<file path="config.mk">
export PLATFORM = sky130hd
export DESIGN_NAME = shared_ram_arbiter
export DESIGN_NICKNAME = d
export VERILOG_FILES = /design/src/rtl/shared_ram_arbiter.sv
export SDC_FILE = /design/constraint.sdc
export NUM_CORES = 1
export LEC_CHECK = 0
export CAP_MARGIN = 20
export CORE_UTILIZATION = 31
export CTS_CLUSTER_DIAMETER = 60
export DETAILED_ROUTE_END_ITERATION = 12
export MAX_ROUTING_LAYER = met4
export PLACE_DENSITY = 0.71
export SYNTH_ARGS = -nofsm -noshare
export SYNTH_HDL_FRONTEND = slang
export SYNTH_SLANG_ARGS = --single-unit
export TNS_END_PERCENT = 100
</file>
<file path="constraint.sdc">
create_clock -name clk -period 4.6 [get_ports clk]
set_input_delay 0.69 -clock clk [delete_from_list [all_inputs] [get_ports clk]]
set_output_delay 0.69 -clock clk [all_outputs]
set_load 0.05 [all_outputs]
</file>
<file path="src/rtl/shared_ram_arbiter.sv">
// shared_ram_arbiter: shares one single-port sync RAM between IF and DM.
// Define SHARED_RAM_ARB_RR_EN for round-robin tie-break (default: DM wins).
module shared_ram_arbiter #(
    parameter int ADDR_W   = 10,
    parameter int WAIT_CYC = 1
) (
    input  logic              clk,
    input  logic              rst,
    input  logic              cpu_en,
    input  logic              if_req,
    input  logic [31:0]       if_addr,
    output logic [31:0]       if_rdata,
    output logic              if_stall,
    input  logic              dm_req,
    input  logic              dm_wen,
    input  logic [31:0]       dm_addr,
    input  logic [31:0]       dm_wdata,
    output logic [31:0]       dm_rdata,
    output logic              dm_stall,
    output logic              ram_we,
    output logic [ADDR_W-1:0] ram_addr,
    output logic [31:0]       ram_din,
    input  logic [31:0]       ram_dout,
    output logic              busy
);

    typedef enum logic [1:0] {
        S_IDLE,
        S_WRITE,
        S_READ,
        S_DONE
    } state_t;

    localparam logic       GNT_IF = 1'b0;
    localparam logic       GNT_DM = 1'b1;
    localparam logic [3:0] WAIT_L = 4'(WAIT_CYC);

    state_t            state;
    state_t            state_nx;
    logic [3:0]        cnt;
    logic [3:0]        cnt_nx;
    logic              grant;
    logic              grant_nx;
    logic [ADDR_W-1:0] addr_nx;
    logic [31:0]       din_nx;
    logic              cap_if;
    logic              cap_dm;
    logic              pick_dm;
    logic              start;

    logic unused_addr_bits;
    assign unused_addr_bits = ^{if_addr[31:ADDR_W+2], if_addr[1:0],
                                dm_addr[31:ADDR_W+2], dm_addr[1:0]};

    assign start = (state == S_IDLE) & cpu_en & (if_req | dm_req);

`ifdef SHARED_RAM_ARB_RR_EN
    logic last_grant;

    // Ties go to whoever was not served last; a lone request always wins
    always_comb begin
        pick_dm = dm_req & (~if_req | (last_grant == GNT_IF));
    end

    // Remember the most recent grant for the next tie
    always_ff @(posedge clk or negedge rst) begin
        if (!rst) begin
            last_grant <= GNT_IF;
        end else if (start) begin
            last_grant <= pick_dm;
        end
    end
`else
    // Fixed priority: DM always beats IF
    always_comb begin
        pick_dm = dm_req;
    end
`endif

    // Next-state and latch values; everything holds while cpu_en is low
    always_comb begin
        state_nx = state;
        cnt_nx   = cnt;
        grant_nx = grant;
        addr_nx  = ram_addr;
        din_nx   = ram_din;
        cap_if   = 1'b0;
        cap_dm   = 1'b0;
        if (cpu_en) begin
            unique case (state)
                S_IDLE: begin
                    if (if_req | dm_req) begin
                        grant_nx = pick_dm ? GNT_DM : GNT_IF;
                        addr_nx  = pick_dm ? dm_addr[ADDR_W+1:2]
                                           : if_addr[ADDR_W+1:2];
                        din_nx   = dm_wdata;
                        cnt_nx   = '0;
                        state_nx = (pick_dm & dm_wen) ? S_WRITE : S_READ;
                    end
                end
                S_WRITE: begin
                    state_nx = S_DONE;
                end
                S_READ: begin
                    cnt_nx = cnt + 4'd1;
                    if (cnt == WAIT_L) begin
                        cap_if   = (grant == GNT_IF);
                        cap_dm   = (grant == GNT_DM);
                        state_nx = S_DONE;
                    end
                end
                S_DONE: begin
                    state_nx = S_IDLE;
                end
                default: begin
                    state_nx = S_IDLE;
                end
            endcase
        end
    end

    // Controller state, latched RAM request and captured read data
    always_ff @(posedge clk or negedge rst) begin
        if (!rst) begin
            state    <= S_IDLE;
            cnt      <= '0;
            grant    <= GNT_IF;
            ram_addr <= '0;
            ram_din  <= '0;
            if_rdata <= '0;
            dm_rdata <= '0;
        end else begin
            state    <= state_nx;
            cnt      <= cnt_nx;
            grant    <= grant_nx;
            ram_addr <= addr_nx;
            ram_din  <= din_nx;
            if (cap_if) begin
                if_rdata <= ram_dout;
            end
            if (cap_dm) begin
                dm_rdata <= ram_dout;
            end
        end
    end

    // Write strobe and stalls are combinational so reset kills them at once
    always_comb begin
        ram_we   = (state == S_WRITE) & cpu_en;
        busy     = (state != S_IDLE);
        if_stall = if_req & ~((state == S_DONE) & (grant == GNT_IF));
        dm_stall = dm_req & ~((state == S_DONE) & (grant == GNT_DM));
    end

endmodule

</file>
# After elaboration in Yosys (flattened, before gate mapping)
# Index checks and enable logic that the tools add are counted.
classes:
  n_eq_ne: 6
  n_mux: 14
  n_shift: 0
  bitwise_logic: 10
  n_addsub: 1
  n_mul: 0
  n_lt_le_gt_ge: 0
  reduce_logical: 6
  div_mod_pow: 0
ops:
  columns: ["cell", "count"]
  rows:
  - ["2-to-1 mux 10 bit", 1]
  - ["AND reduction 3 bit", 3]
  - ["case mux 2 bit (4 select lines)", 1]
  - ["case mux 4 bit (2 select lines)", 1]
  - ["2-to-1 mux 1 bit", 7]
  - ["bitwise AND 1 bit", 6]
  - ["2-to-1 mux 2 bit", 3]
  - ["adder 4 x 1 -> 4 bit, second input constant", 1]
  - ["equality test 2 bit, second input constant", 2]
  - ["equality test 4 x 1 -> 1 bit, second input constant", 1]
  - ["2-to-1 mux 4 bit", 1]
  - ["nonzero test 2 bit", 2]
  - ["NOT 1 bit", 3]
  - ["equality test 2 x 1 -> 1 bit, second input constant", 1]
  - ["logical NOT 2 bit", 1]
  - ["!= test 2 x 1 -> 1 bit, second input constant", 1]
  - ["!= test 2 bit, second input constant", 1]
  - ["bitwise OR 1 bit", 1]
word_totals:
  memories: 0
  register_bits: 113
  output_inout_bits: 110
  mem_bits_rw: 0
  word_cells: 44
  latchBits: 0
  rom_bits: 0

# Logic depth before layout (Yosys ltp)
# Gate-level depths: netlist of the first run.
logic_depth:
  word_depth: 4
  ltp_mapped: 7

# Worst setup path after synthesis of the first run
# OpenSTA, ideal clock, no wires.
synth_timing:
  path_type: "input -> output"
  start: "input port dm_req"
  end: "output port dm_stall"
  t_required_ns: 3.910
  path_stages: 3
  arrival_time_ns: 2.537
  setup_slack_ns: 1.373
  path_cell_list: "clkbuf_1 -> clkbuf_1 -> a21boi_0"
synth_between:
  elab_chain_cells: 1
synth_lines:
  columns: ["element", "line_no", "text"]
  rows:
  - ["from (decl)", "14", "input logic dm_req,"]
  - ["bitwise AND 1 bit", "152", "dm_stall = dm_req & ~((state == S_DONE) & (grant == GNT_DM));"]
  - ["to (decl)", "19", "output logic dm_stall,"]
# Every way passes these cells.

# Worst setup path in the final report of the first run
# Same ends and word-level chain as after synthesis.

==> results of run 1 <==
-- worst max-delay path, stage by stage --
cell and delay, ns:
clkdlybuf4s50_1 0.46, buf_4 0.23, a21boi_0 0.20, clkdlybuf4s50_1 0.86
-- stage by stage --
step / worst slack [ns] / std cells / hold WS [ns]
floorplan: 1.37 / 295 / 0.394
global placement: 1.45 / 668 / 0.463
detailed placement: 1.46 / 668 / 0.474
CTS: 1.45 / 700 / 0.451
global route: 1.39 / 700 / 0.487
finish: 1.46 / 700 / 0.421
-- cell usage after synthesis (2+ instances only) --
library cell,instances
ha_1,7
buf_2,7
mux2_1,2
mux2i_1,11
inv_1,7
buf_6,3
a21boi_0,2
o21ai_0,12
clkbuf_1,4
nor2_1,2
dfrtp_1,113
mux2_4,30
or3_1,2
nand2_1,11
mux2_2,67
nand3_1,2
-- power breakdown --
group	switching, µW	internal (µW)
clock network	442	1060
registers	261	1470
logic	2150	1320
-- sequential cells by signal (all words and copies together), names as in the netlist --
| register | flops |
|---|---|
| ram_din | 32 |
| state | 2 |
| if_rdata | 32 |
| dm_rdata | 32 |
| grant | 1 |
| ram_addr | 10 |
| cnt | 4 |
-- cell families (layout without fill, tap and decap cells) --
kind of cell	Yosys count	count (layout)	share of synthesized area (%)
flops	113	113	61.3
mux	110	110	29.0
simple gates	24	24	2.74
buf+inv	21	242	2.39
compound gates	19	19	2.52
fa+ha+maj	7	7	1.90
xor+xnor	1	1	0.190
-- worst max-delay path by stage --
stage | endpoint | slack, ns | cells after the start
2_1_floorplan | dm_stall | 1.37 | 3
3_3_place_gp | dm_stall | 1.45 | 4
3_5_place_dp | dm_stall | 1.46 | 4
4_1_cts | dm_stall | 1.45 | 4
5_1_grt | dm_stall | 1.39 | 4
6_report | dm_stall | 1.46 | 4
-- cell type report --
cell class                 instances  share of cell area (%)
timing repair buffer             203                    27.0
inverter                           7                   0.352
clock buffer                      22                    6.35
tap                              184                    3.08
multi-input combinational        161                    22.6
clock inverter                    10                    2.73
sequential                       113                    37.9
-- metal layers --
| metal | wire (µm) | vias up | track usage (%) |
|---|---|---|---|
| li1 | - | 1454 | - |
| met4 | 197 | 0 | 6.85 |
| met3 | 1070 | 16 | 6.23 |
| met1 | 4360 | 1546 | 15.7 |
| met2 | 5210 | 157 | 24.2 |
| met5 | 0 | - | - |
==> flow_summary_export.csv, run 1 <==
group,metric,value,unit
setup_path,cp-end-kind,"output port",
setup_path,crit_arrival,2.45,ns
power_and_ir_drop,p_leak,0.00335,µW
route,viasPerCell,4.53,
cells_and_area,finalInstanceArea,7470,µm²
timing,finClkSkew,0.00851,ns
cells_and_area,register_area,2830,µm²
setup_path,crit_fanout,15,
synth,synth.area.top_cells,"dfrtp_1 61%, mux2_2 16%, mux2_4 9.8%",
synth,async_flop_share,100,%
clocking,cts_tree,"built",
clocking,cts_resized,0,
setup_path,rrSetupSlack,2.04,ns
route,drt_iter0_drc,88,
timing,max_freq,0.319,GHz
clocking,htree_num_levels,4,
synth,synth_top_area_cell,"dfrtp_1",
cells_and_area,final_common_cell,"clkdlybuf4s50_1",
global_routing,grt_pass1_vias,3353,
cells_and_area,final_cell_mix,"198 x clkdlybuf4s50_1, 113 x dfrtp_1, 67 x mux2_2",
cells_and_area,n_antenna_cell,0,
floorplanning,die_area,15400,µm²
synth,syn_area_per_cell,15.6,µm²
power_and_ir_drop,vdd_drop_max,512,µV
outcome,status,"finished clean",
place,place_congestion,0.694,
cells_and_area,multiInputGateArea,1680,µm²
synth,syn-num-nets,436,
clocking,clockBufferDepth,2,
floorplanning,die_w,124,µm
global_routing,grt_antenna_before_repair,0,
synth,synth_ff_type,"dfrtp_1",
clocking,clk_pin_slew_worst_paths,0.05,ns
cells_and_area,nets,644,
global_routing,grt_max_degree,74,
setup_path,rr_startpoint,"cnt[1]$_DFFE_PN0P_",
synth,ys_ff_latch,113,
route,ant_nets,0,
global_routing,overflow,0,
synth,seq_area_frac_synth,61.3,%
synth,synth_cell_types,29,
timing,fin_tns_setup,0,ns
job,cap_violations,0,
timing,rsz0062_at_grt,"false",
synth,netlist_instances,295,
setup_path,r2r_end,"dm_rdata[29]$_DFFE_PN0P_",
timing,setup_viol,0,
route,wl_per_cell,15.5,µm
clocking,cts_sinks,113,
floorplanning,coreArea,14500,µm²
synth,synth_edf_count,0,
timing,timing.final.crit_share,68.2,%
worst_hold_path,holdCritPathClass,"in2async",
place,place_hpwl,7.60,mm
synth,yosysWarnings,0,
cells_and_area,syn_to_final_growth,61.8,%
setup_path,cp-start-kind,"primary input",
place,placed_area,6790,µm²
clocking,holdBufCountCts,0,
timing,tightest_slew,1.10,ns
timing,period_minus_slack,3.14,ns
setup_path,crit_start,"dm_req",
clocking,cts_buffers,17,
global_routing,grt_pass1_wl,16.4,mm
setup_path,critPathKind,"in2out",
timing,drv_slew,0,
clocking,post_cts_buffers,0,
route,dr.pass1.iters,4,
floorplanning,pin_count,244,
floorplanning,num_rows,44,
floorplanning,initial_core_util,31.7,%
timing,slew-limit-headroom,26.6,%
power_and_ir_drop,powerDensity,898,nW/µm²
floorplanning,die_y,124,µm
global_routing,grtUsageTotal,14.9,%
setup_path,rr_worst_depth,5,
route,routed_wl,10.8,mm
cells_and_area,n_fill_cell,1239,
clocking,root_buffer,"clkbuf_16",
cells_and_area,final_util,51.4,%
clocking,clk_latency,0.40,ns
synth,synth_top_area_share,61.3,%
route,drc,0,
place,port_buffers,199,
route,vias,3173,
power_and_ir_drop,p_total,6700,µW
timing,hold_viol,0,
cells_and_area,drive_gt1_share,26.2,%
synth,synth_area,4610,µm²
setup_path,critPathRequiredTime,3.91,ns
Power figures use the tool's default switching activity.
==> run 2: changes to the inputs <==
PLACE_DENSITY = 0.73   (was 0.71)
clock period = 2.53 ns   (was 4.6 ns; I/O delays follow)
==> flow_summary_export.csv, run 2 (synthesized netlist as in run 1, its figures left out) <==
group,metric,value,unit
setup_path,rrSetupSlack,0.34,ns
cells_and_area,n_fill_cell,1253,
setup_path,slowest_delay,0.79,ns
floorplanning,pin_count,244,
route,ant_nets,0,
setup_path,critical_path.endpoint,"busy",
timing,finClkSkew,0.00479,ns
cells_and_area,nets,647,
cells_and_area,top_regs,"dm_rdata x32, if_rdata x32, ram_din x32",
setup_path,critPathRequiredTime,2.15,ns
clocking,cts_tree,"built",
floorplanning,die_w,124,µm
place,port_buffers,199,
global_routing,grt_max_degree,60,
route,drc,0,
setup_path,cp-start-kind,"register",
clocking,clk_latency,0.40,ns
timing,max_freq,0.422,GHz
cells_and_area,final_cell_mix,"195 x clkdlybuf4s50_1, 113 x dfrtp_1, 67 x mux2_2",
floorplanning,num_rows,44,
setup_path,rr_startpoint,"cnt[1]$_DFFE_PN0P_",
global_routing,grt_pass1_vias,3291,
clocking,htree_num_levels,4,
route,viasPerCell,4.52,
timing,fin_tns_setup,0,ns
cells_and_area,syn_to_final_growth,61.0,%
global_routing,overflow,0,
setup_path,path_cells,"inv_1, ha_1, inv_1, clkdlybuf4s50_1",
setup_path,rr_worst_depth,6,
clocking,cts_sinks,113,
timing,hold_viol,0,
setup_path,r2r_end,"dm_rdata[29]$_DFFE_PN0P_",
floorplanning,die_y,124,µm
setup_path,crit_arrival,1.99,ns
timing,tightest_slew,0.573,ns
route,routed_wl,10.9,mm
place,place_hpwl,7.61,mm
power_and_ir_drop,powerDensity,1580,nW/µm²
worst_hold_path,holdCritPathClass,"reg2reg",
setup_path,critPathKind,"reg2out",
clocking,clockBufferDepth,2,
outcome,status,"finished clean",
cells_and_area,n_antenna_cell,0,
global_routing,grt_antenna_before_repair,0,
job,cap_violations,0,
route,dr.pass1.iters,4,
timing,rsz0062_at_grt,"false",
cells_and_area,final_common_cell,"clkdlybuf4s50_1",
route,drt_iter0_drc,112,
setup_path,cp_common_cell,"inv_1",
cells_and_area,final_util,51.1,%
route,wl_per_cell,15.5,µm
power_and_ir_drop,vdd_drop_max,749,µV
setup_path,crit_fanout,4,
floorplanning,die_area,15400,µm²
timing,slew-limit-headroom,61.7,%
clocking,post_cts_buffers,0,
power_and_ir_drop,p_leak,0.00332,µW
timing,holdWs,0.475,ns
global_routing,grtUsageTotal,14.9,%
timing,timing.final.crit_share,93.6,%
timing,drv_slew,0,
route,vias,3172,
clocking,clk_pin_slew_worst_paths,0.05,ns
clocking,cts_buffers,17,
setup_path,cp_slowest_cell,"clkdlybuf4s50_1",
setup_path,crit_start,"state[0]$_DFFE_PN0P_",
timing,setup_viol,0,
place,place_congestion,0.719,
floorplanning,initial_core_util,31.7,%
clocking,root_buffer,"clkbuf_16",
cells_and_area,drive_gt1_share,27.2,%
global_routing,grt_pass1_wl,16.3,mm
timing,period_minus_slack,2.37,ns
setup_path,cp-end-kind,"output port",
floorplanning,coreArea,14500,µm²
[run 2: worst max-delay path: cells and delay by family, from the launching register on]
kind | cells | cell delay (ns)
adder cells (fa/ha/maj) | 1 | 0.24
buffers and inverters | 3 | 0.95
flip-flops | 1 | 0.40
[run 2: routing by layer]
| layer | routed length [µm] | global-route usage, % | vias to the layer above | share of wire (%) |
|---|---|---|---|---|
| met4 | 193 | 7.51 | 0 | 1.8 |
| met1 | 4260 | 15.9 | 1533 | 39 |
| met3 | 1160 | 6.59 | 18 | 11 |
| li1 | - | - | 1460 | - |
| met2 | 5260 | 23.6 | 161 | 48 |
| met5 | 0 | - | - | 0 |
[run 2: cell type report]
class / instances / area [µm²] / area share, %
Tap cell: 184 / 230 / 3.10
Timing Repair Buffer: 206 / 2100 / 28.3
Multi-Input combinational cell: 161 / 1680 / 22.7
Sequential cell: 113 / 2830 / 38.1
Clock buffer: 19 / 453 / 6.10
Inverter: 7 / 26.3 / 0.354
Clock inverter: 12 / 109 / 1.47
[run 2: timing repair]
item / 4_1_cts / 5_1_grt
hold endpoints to repair: 38 / 0
hold buffers: 1 / 0
gates resized for setup: 0 / 0
[run 2: report_power, final]
group,leakage (µW),total [µW],switching [µW],internal [µW]
combinational,0.00166,6350,3910,2430
sequential,0.00140,3150,475,2670
clock,0.000264,2250,850,1400
[run 2: metrics by stage]
step | cell area, µm² | total power [µW] | setup WS, ns | cells
after CTS | 7430 | 11900 | 0.130 | 702
after detailed placement | 6860 | 9550 | 0.295 | 670
after global placement | 6860 | 9430 | 0.324 | 670
final | 7430 | 11700 | 0.162 | 702
after floorplan | 4610 | 7330 | 0.280 | 295
after global routing | 7430 | 12300 | 0.0740 | 702
[run 2: worst min path at each step]
stage,startpoint,end,slack [ns],cells past startpoint
3_5_place_dp,rst,dm_rdata[0]$_DFFE_PN0P_,0.39,1
5_1_grt,ram_din[21]$_DFFE_PN0P_,ram_din[21]$_DFFE_PN0P_,0.52,1
6_report,ram_addr[6]$_DFFE_PN0P_,ram_addr[6]$_DFFE_PN0P_,0.48,2
3_3_place_gp,rst,dm_rdata[0]$_DFFE_PN0P_,0.38,1
4_1_cts,rst,dm_rdata[0]$_DFFE_PN0P_,0.48,2
2_1_floorplan,rst,cnt[0]$_DFFE_PN0P_,0.08,0
